### config.mk
export PLATFORM = sky130hd
export DESIGN_NAME = bin_to_bcd_seq
export DESIGN_NICKNAME = d
export VERILOG_FILES = /design/src/rtl/display_pkg.sv /design/src/rtl/bcd_add3.sv /design/src/rtl/bin_to_bcd_seq.sv
export SDC_FILE = /design/constraint.sdc
export NUM_CORES = 1
export LEC_CHECK = 0
export CAP_MARGIN = 20
export CORE_ASPECT_RATIO = 0.5
export CORE_MARGIN = 2
export CORE_UTILIZATION = 40
export CTS_BUF_LIST = sky130_fd_sc_hd__clkbuf_4 sky130_fd_sc_hd__clkbuf_8
export CTS_CLUSTER_SIZE = 25
export DETAILED_ROUTE_END_ITERATION = 16
export PLACE_DENSITY = 0.58
export SKIP_CTS_REPAIR_TIMING = 1
export SYNTH_ARGS = -nofsm -noshare
export SYNTH_HDL_FRONTEND = slang
export SYNTH_HIERARCHICAL = 1
export SYNTH_SLANG_ARGS = --single-unit
### constraint.sdc
create_clock -name clk -period 1.75 [get_ports clk]
set_input_delay 0.35 -clock clk [delete_from_list [all_inputs] [get_ports clk]]
set_output_delay 0.35 -clock clk [all_outputs]
set_load 0.01 [all_outputs]
### src/rtl/display_pkg.sv
// Shared constants and types for the binary-to-BCD display path.
package display_pkg;

  // Width of the binary input value.
  localparam int BIN_W = 14;
  // Width of the four-digit BCD scratch register.
  localparam int BCD_W = 16;
  // Width of the iteration counter (must hold ITER).
  localparam int CNT_W = 4;

  // Largest value that still fits in four decimal digits.
  localparam logic [BIN_W-1:0] BCD_MAX = 14'd9999;
  // One shift iteration per input bit.
  localparam logic [CNT_W-1:0] ITER = 4'd14;

  // Conversion sequencer states.
  typedef enum logic [1:0] {
    IDLE  = 2'b00,
    SHIFT = 2'b01,
    DONE  = 2'b10
  } state_t;

  // True when the value cannot be shown on four decimal digits.
  function automatic logic over_range(input logic [BIN_W-1:0] value);
    return (value > BCD_MAX);
  endfunction

endpackage

### src/rtl/bcd_add3.sv
// Double-dabble digit correction: a BCD nibble of 5 or more gets 3 added
// so that the following left shift carries correctly into the next digit.
module bcd_add3 (
  input  logic [3:0] din,
  output logic [3:0] dout
);

  // Conditional add-3 on one nibble.
  always_comb begin
    dout = din;
    if (din >= 4'd5) begin
      dout = din + 4'd3;
    end else begin
      dout = din;
    end
  end

endmodule

### src/rtl/bin_to_bcd_seq.sv
// Sequential 14-bit binary to 4-digit BCD converter (shift-and-add-3).
// A conversion takes a fixed 15 cycles after start is accepted: 14 shift
// cycles followed by one cycle that publishes all four digits at once.
// Values above 9999 still run the full sequence but publish OVF_CODE on
// every digit and raise ovf.
module bin_to_bcd_seq
  import display_pkg::*;
#(
  parameter logic [3:0] OVF_CODE = 4'hE
) (
  input  logic             clk,
  input  logic             rst_n,
  input  logic             start,
  input  logic [BIN_W-1:0] bin,
  output logic             busy,
  output logic             done,
  output logic             ovf,
  output logic [3:0]       d3,
  output logic [3:0]       d2,
  output logic [3:0]       d1,
  output logic [3:0]       d0
);

  // Sequencer state.
  state_t state_r;
  state_t state_s;

  // Conversion datapath.
  logic [BIN_W-1:0]       shreg_r;
  logic [BCD_W-1:0]       scratch_r;
  logic [BCD_W-1:0]       scratch_adj_s;
  logic [BCD_W+BIN_W-1:0] shift_vec_s;
  logic [CNT_W-1:0]       cnt_r;
  logic                   ovf_pend_r;

  // Sequencer decisions for this cycle.
  logic accept_s;
  logic shift_en_s;
  logic load_en_s;

  // Registered outputs.
  logic       busy_r;
  logic       done_r;
  logic       ovf_r;
  logic [3:0] d3_r;
  logic [3:0] d2_r;
  logic [3:0] d1_r;
  logic [3:0] d0_r;

  // One add-3 corrector per BCD digit of the scratch register.
  genvar g;
  generate
    for (g = 0; g < 4; g++) begin : g_add3
      bcd_add3 u_add3 (
        .din  (scratch_r[4*g +: 4]),
        .dout (scratch_adj_s[4*g +: 4])
      );
    end
  endgenerate

  // Corrected scratch and remaining binary bits shifted left as one vector.
  assign shift_vec_s = {scratch_adj_s, shreg_r} << 1;

  // State register.
  always_ff @(posedge clk or negedge rst_n) begin
    if (!rst_n) begin
      state_r <= IDLE;
    end else begin
      state_r <= state_s;
    end
  end

  // Next-state and per-cycle control decode.
  always_comb begin
    state_s    = state_r;
    accept_s   = 1'b0;
    shift_en_s = 1'b0;
    load_en_s  = 1'b0;
    case (state_r)
      IDLE: begin
        // The cycle showing done is IDLE too, but a start there is dropped
        // so a requester that saw done can rely on one clean gap.
        if (start && !done_r) begin
          state_s  = SHIFT;
          accept_s = 1'b1;
        end else begin
          state_s = IDLE;
        end
      end
      SHIFT: begin
        shift_en_s = 1'b1;
        // Leave after the shift that takes the counter to zero; the <=
        // also recovers if the counter were ever found at zero here.
        if (cnt_r <= 4'd1) begin
          state_s = DONE;
        end else begin
          state_s = SHIFT;
        end
      end
      DONE: begin
        load_en_s = 1'b1;
        state_s   = IDLE;
      end
      default: begin
        state_s = IDLE;
      end
    endcase
  end

  // Capture, shift and count for the conversion in progress.
  always_ff @(posedge clk or negedge rst_n) begin
    if (!rst_n) begin
      shreg_r    <= 14'd0;
      scratch_r  <= 16'd0;
      cnt_r      <= 4'd0;
      ovf_pend_r <= 1'b0;
    end else if (accept_s) begin
      shreg_r    <= bin;
      scratch_r  <= 16'd0;
      cnt_r      <= ITER;
      ovf_pend_r <= over_range(bin);
    end else if (shift_en_s) begin
      {scratch_r, shreg_r} <= shift_vec_s;
      cnt_r                <= cnt_r - 4'd1;
    end else begin
      shreg_r    <= shreg_r;
      scratch_r  <= scratch_r;
      cnt_r      <= cnt_r;
      ovf_pend_r <= ovf_pend_r;
    end
  end

  // Status flags: busy follows the state being entered, done marks the
  // cycle right after the digits were published.
  always_ff @(posedge clk or negedge rst_n) begin
    if (!rst_n) begin
      busy_r <= 1'b0;
      done_r <= 1'b0;
    end else begin
      busy_r <= (state_s != IDLE);
      done_r <= load_en_s;
    end
  end

  // Publish all four digits and ovf together so the display never sees a
  // mix of old and new digits.
  always_ff @(posedge clk or negedge rst_n) begin
    if (!rst_n) begin
      ovf_r <= 1'b0;
      d3_r  <= 4'h0;
      d2_r  <= 4'h0;
      d1_r  <= 4'h0;
      d0_r  <= 4'h0;
    end else if (load_en_s) begin
      ovf_r <= ovf_pend_r;
      if (ovf_pend_r) begin
        d3_r <= OVF_CODE;
        d2_r <= OVF_CODE;
        d1_r <= OVF_CODE;
        d0_r <= OVF_CODE;
      end else begin
        d3_r <= scratch_r[15:12];
        d2_r <= scratch_r[11:8];
        d1_r <= scratch_r[7:4];
        d0_r <= scratch_r[3:0];
      end
    end else begin
      ovf_r <= ovf_r;
      d3_r  <= d3_r;
      d2_r  <= d2_r;
      d1_r  <= d1_r;
      d0_r  <= d0_r;
    end
  end

  assign busy = busy_r;
  assign done = done_r;
  assign ovf  = ovf_r;
  assign d3   = d3_r;
  assign d2   = d2_r;
  assign d1   = d1_r;
  assign d0   = d0_r;

endmodule

==> results by group, run 1 <==
Status
  – Outcome: complete, no violations

Power
  – VDD IR-drop max: 546 µV
  – Static leakage: between 1.5 and 2 nW
  – Pwr dens: 1690 nW/µm²
  – Overall power: about 5.8 mW

Setup path
  – Critical Path RT: 1.40 ns
  – CP peak stage delay: 0.55 ns
  – CP delay by family, top: buffers and inverters
  – CP max FO: 3
  – Critical Path AT: between 1 and 1.5 ns
  – Startpoint Class: register
  – RR Endpoint: ovf_pend_r$_DFFE_PN0P_
  – Critical R2R Launch: state_r[1]$_DFF_PN0_
  – CP max stage cell: clkdlybuf4s50_1
  – R2R Setup Slk: approximately 0.18 ns
  – CP Capture Type: output port
  – Crit path kind: reg -> out
  – WP buf/inv: 1
  – Crit-path cells: clkdlybuf4s50_1
  – R2R depth: 3

Routing
  – Initial DRC count: 150
  – Final wirelength: 5590 µm
  – Drc violations: 0
  – Via count: 2157
  – Post-DRT Antenna Nets: 0
  – First-pass iteration count of the detailed router: 4
  – Vias per cell: 4.99
  – WL/cell: between 10 and 15 µm

GRT
  – Largest net degree at the start of global routing: 57
  – Grt total ovfl: 0
  – GRT busiest layer: met2
  – Total GRT Usage: 0.160
  – Antenna violations before repair: 0
  – Number of global-route vias before repair: approximately 2100
  – Met2 GRT Util: 0.256
  – Met3 Resource Use GR: 0.0393
  – First-pass GRT wire length: 9900 µm
  – GR Util met1: 0.215

Cells and area
  – N_diodes: 0
  – Post-Layout Cell Count: between 400 and 500
  – Final #Nets: roughly 370
  – Fin util: 0.501
  – P&R area growth vs syn: 19.2%
  – Design area: 3410 µm²
  – Layout cells sized above 1: 0.159

CTS
  – H-tree levels: 2
  – Worst-path clk slew: 0.09 ns
  – CTS tree: done
  – Clock Tree Root: clkbuf_8
  – CTS Buf Count: 5
  – Max clock buf depth: 2
  – Clk_lat worst skew: between 0.3 and 0.4 ns
  – Clk sinks: 56

STA
  – F_max: between 600 and 700 MHz
  – Crit path time final: 1.60 ns
  – Hold Fails Final Rpt: 0
  – RSZ-0062 raised after global routing: false
  – Max Transition Viols Final: 0
  – Worst setup margin: roughly 0.15 ns
  – Post-route clock period utilization: 0.915
  – Setup_tns: 0 ns
  – Fin Hold WS: about 0.017 ns
  – Final setup skew: 0.00266 ns
  – Slew @ Worst Pin: 0.581 ns
  – Slew Limit Headroom: 0.613
  – Setup violators final: 0

Floorplan
  – Core Box Area: 6810 µm²
  – DIE HEIGHT: 63.8 µm
  – Initial core utilization: 0.420
  – Row cnt: 21
  – Die area: 7880 µm²
  – Ports: 36
  – Die width: 124 µm

Place
  – Placed Area: 3330 µm²
  – DP Worst Slack: -0.110 ns
  – RD Place Congestion: 0.798
  – Placed Cells: 425
  – PortBufs: 35
  – DP HPWL: 3850 µm

Yosys
  – Mapped Area: between 2000 and 3000 µm²
  – Post-Synthesis Cells: a little over 300
  – Synth warn: 6
  – Post-Syn Nets: 331
  – Mean Syn Cell Area: 9.40 µm²

Min path
  – Hold WC Path Type: in -> async

Run
  – MaxCap Viol Count: 0
==> layout by cell type (no fill, tap or decap), types with 3 or more instances in the layout <==
cell type / instances
nand2_1: 79
dfrtp_1: 56
clkdlybuf4s50_1: 34
nand3_2: 25
nor2_1: 21
o21ai_1: 14
inv_1: 12
nand2b_1: 12
o21ai_0: 12
a22oi_1: 11
buf_4: 11
ha_1: 10
nand3_1: 5
mux2i_1: 5
clkbuf_8: 5
a21oi_2: 4
xnor2_1: 4
nor4_1: 3
==> how the worst max path moves through the flow <==
stage | start | end | slack, ns | cells after the start
after global placement | start | ovf_pend_r$_DFFE_PN0P_ | -0.1 | 4
after CTS | done$_DFF_PN0_ | done | 0.13 | 1
final | done$_DFF_PN0_ | done | 0.15 | 1
after floorplan | state_r[1]$_DFF_PN0_ | shreg_r[1]$_DFFE_PN0P_ | 0.30 | 5
after detailed placement | start | ovf_pend_r$_DFFE_PN0P_ | -0.11 | 4
after global routing | done$_DFF_PN0_ | done | 0.09 | 1
==> where the power goes <==
group	switching, mW	total, mW	internal (mW)
clock	0.408	0.698	0.289
combinational	1.38	2.65	1.26
sequential	0.548	2.41	1.86
==> final cells by class <==
class	count	area, µm²
Multi-Input combinational cell	218	1320
Fill cell	635	3400
Tap cell	92	115
Timing Repair Buffer	47	448
Clock inverter	1	5.00
Clock buffer	6	76.3
Inverter	12	45.0
Sequential cell	56	1400
==> state kept, by name, indices dropped and copies added (netlist names) <==
register and count:
d2 4, d1 4, busy 1, ovf 1, state_r 2, ovf_pend_r 1, done 1, d3 4
d0 4, scratch_r 16, cnt_r 4, shreg_r 14
==> routing by layer <==
metal,up-vias,wire [µm]
li1,1074,-
met1,1051,2740
met2,24,2610
met3,8,175
met4,0,65
met5,-,0
No activity file was read; power rests on OpenSTA's default activity.
==> run 2: changes to the inputs <==
Settings changed: ABC_CLOCK_PERIOD_IN_PS from default to 1750, PLACE_DENSITY 0.58 to 0.59, SYNTH_HIERARCHICAL 1 to default.
==> results by group, run 2 <==
Routing
  – First-pass iteration count of the detailed router: 6
  – Vias per cell: 5.11
  – Drc violations: 0
  – Final wirelength: roughly 5100 µm
  – Initial DRC count: 124
  – Via count: 1895
  – Post-DRT Antenna Nets: 0
  – WL/cell: ~14 µm

Setup path
  – CP Capture Type: output port
  – Worst Setup SP: d0[2]$_DFFE_PN0P_
  – Critical R2R Launch: scratch_r[0]$_DFFE_PN0P_
  – Startpoint Class: register
  – WP buf/inv: 1
  – CP peak stage delay: 0.54 ns
  – CP delay by family, top: buffers and inverters
  – CP max stage cell: clkdlybuf4s50_1
  – Critical Path RT: 1.40 ns
  – CP max FO: 2
  – Crit path kind: reg -> out
  – Critical Path AT: 1.24 ns
  – Crit-path cells: clkdlybuf4s50_1

Place
  – Placed Area: 3040 µm²
  – DP HPWL: 3500 µm
  – DP Worst Slack: 0.00316 ns
  – Placed Cells: about 360
  – RD Place Congestion: 0.788
  – PortBufs: 35

Floorplan
  – Die width: 116 µm
  – Die area: around 7000 µm²
  – Initial core utilization: 0.415
  – Core Box Area: 6080 µm²
  – DIE HEIGHT: between 60 and 70 µm
  – Ports: 36
  – Row cnt: 20

CTS
  – CTS Buf Count: 5
  – CTS tree: done
  – Max clock buf depth: 2
  – Clock Tree Root: clkbuf_8
  – Clk_lat worst skew: 0.32 ns
  – Worst-path clk slew: 0.11 ns
  – Clk sinks: 56
  – H-tree levels: 2

Cells and area
  – Layout cells sized above 1: 0.0919
  – Final #Nets: 309
  – Highest-count cells in the layout ignoring fill and taps: dfrtp_1, clkdlybuf4s50_1, nand2_1
  – Top Registers: scratch_r: 16 flops, shreg_r: 14 flops
  – Design area: 3130 µm²
  – Top reg by flops: scratch_r
  – Most frequent standard cell in the layout excluding fill and tap cells: dfrtp_1
  – P&R area growth vs syn: 24.0%
  – Fin util: 0.515
  – Max FFs per register: 16
  – N_diodes: 0
  – Post-Layout Cell Count: roughly 370

STA
  – Setup violators final: 0
  – Fin Hold WS: 0.0131 ns
  – Hold Fails Final Rpt: 0
  – Post-route clock period utilization: 0.906
  – Slew Limit Headroom: 0.611
  – Slew @ Worst Pin: 0.584 ns
  – Worst setup margin: 0.164 ns
  – F_max: around 630 MHz
  – RSZ-0062 raised after global routing: false
  – Setup_tns: 0 ns
  – Crit path time final: roughly 1.6 ns
  – Final setup skew: about 0.018 ns
  – Max Transition Viols Final: 0

Yosys
  – Post-synth top cells: dfrtp_1, nand2_1, inv_1, o21ai_0, nor2_1
  – Post-Syn Nets: 268
  – Top-count cell post-synth: dfrtp_1
  – Synth warn: 0
  – Top-area cell type share of the netlist area: 0.555
  – Number of synthesized flops with an enable pin: 0
  – Synth Flop Type: dfrtp_1
  – Largest cells by area after synthesis: dfrtp_1, ha_1, a222oi_1, o21ai_0, nand2_1
  – Post-synthesis sequential area ratio: 0.555
  – Leading area contributor after synthesis: dfrtp_1
  – Post-Synthesis Cells: 241
  – Mean Syn Cell Area: between 10 and 15 µm²
  – Seq cells post-synth: 56
  – Mapped Area: 2520 µm²
  – Yosys cell types: 32
  – Post-synthesis async set-or-reset flop share: 1.00

Power
  – Pwr dens: 1630 nW/µm²
  – VDD IR-drop max: 605 µV
  – Static leakage: around 1.4 nW
  – Overall power: just over 5 mW

GRT
  – Number of global-route vias before repair: 1885
  – Largest net degree at the start of global routing: 57
  – Total GRT Usage: 0.161
  – First-pass GRT wire length: 8560 µm
  – Grt total ovfl: 0
  – Antenna violations before repair: 0

Status
  – Outcome: complete, no violations

Run
  – MaxCap Viol Count: 0

Min path
  – Hold WC Path Type: in -> async
## run 2: cells by family after synthesis
logic type	count (synthesis)	share of synthesized area
XOR/XNOR	8	0.0278
flip-flops	56	0.555
buffers and inverters	40	0.0694
AO/OA/AOI/OAI	66	0.187
adder cells (fa/ha/maj)	10	0.0496
multiplexers	1	0.00397
AND/OR/NAND/NOR	60	0.107
## run 2: layout make-up
| cell class | instances | area, µm² |
|---|---|---|
| multi-input combinational | 145 | 947 |
| tap | 88 | 110 |
| sequential | 56 | 1400 |
| fill | 570 | 2950 |
| timing repair buffer | 48 | 480 |
| inverter | 26 | 97.6 |
| clock inverter | 2 | 16.3 |
| clock buffer | 6 | 76.3 |
## run 2: path summary, 6_finish.rpt
| kind | to | cells after the start | slack [ns] |
|---|---|---|---|
| max | d0[2] | 1 | 0.16 |
| min | shreg_r[8]$_DFFE_PN0P_ | 2 | 0.01 |
| max reg2reg | scratch_r[1]$_DFFE_PN0P_ | 6 | 0.24 |
| min reg2reg | d3[1]$_DFFE_PN0P_ | 2 | 0.48 |
| max in group asynchronous | ovf$_DFFE_PN0P_ | 2 | 1.49 |
| min in group clk | d3[1]$_DFFE_PN0P_ | 2 | 0.48 |
## run 2: power by group
part	total, mW	internal, mW	switching (mW)
registers	2.21	1.80	0.410
clock network	0.744	0.302	0.443
logic	2.16	1.10	1.06
total	5.11	3.20	1.91
## run 2: metal layers
layer	vias up	GRT usage	share of wire
met5	-	0	0
met4	0	0.0697	0.016
met3	10	0.0436	0.050
met2	52	0.251	0.43
met1	900	0.214	0.50
li1	933	-	-
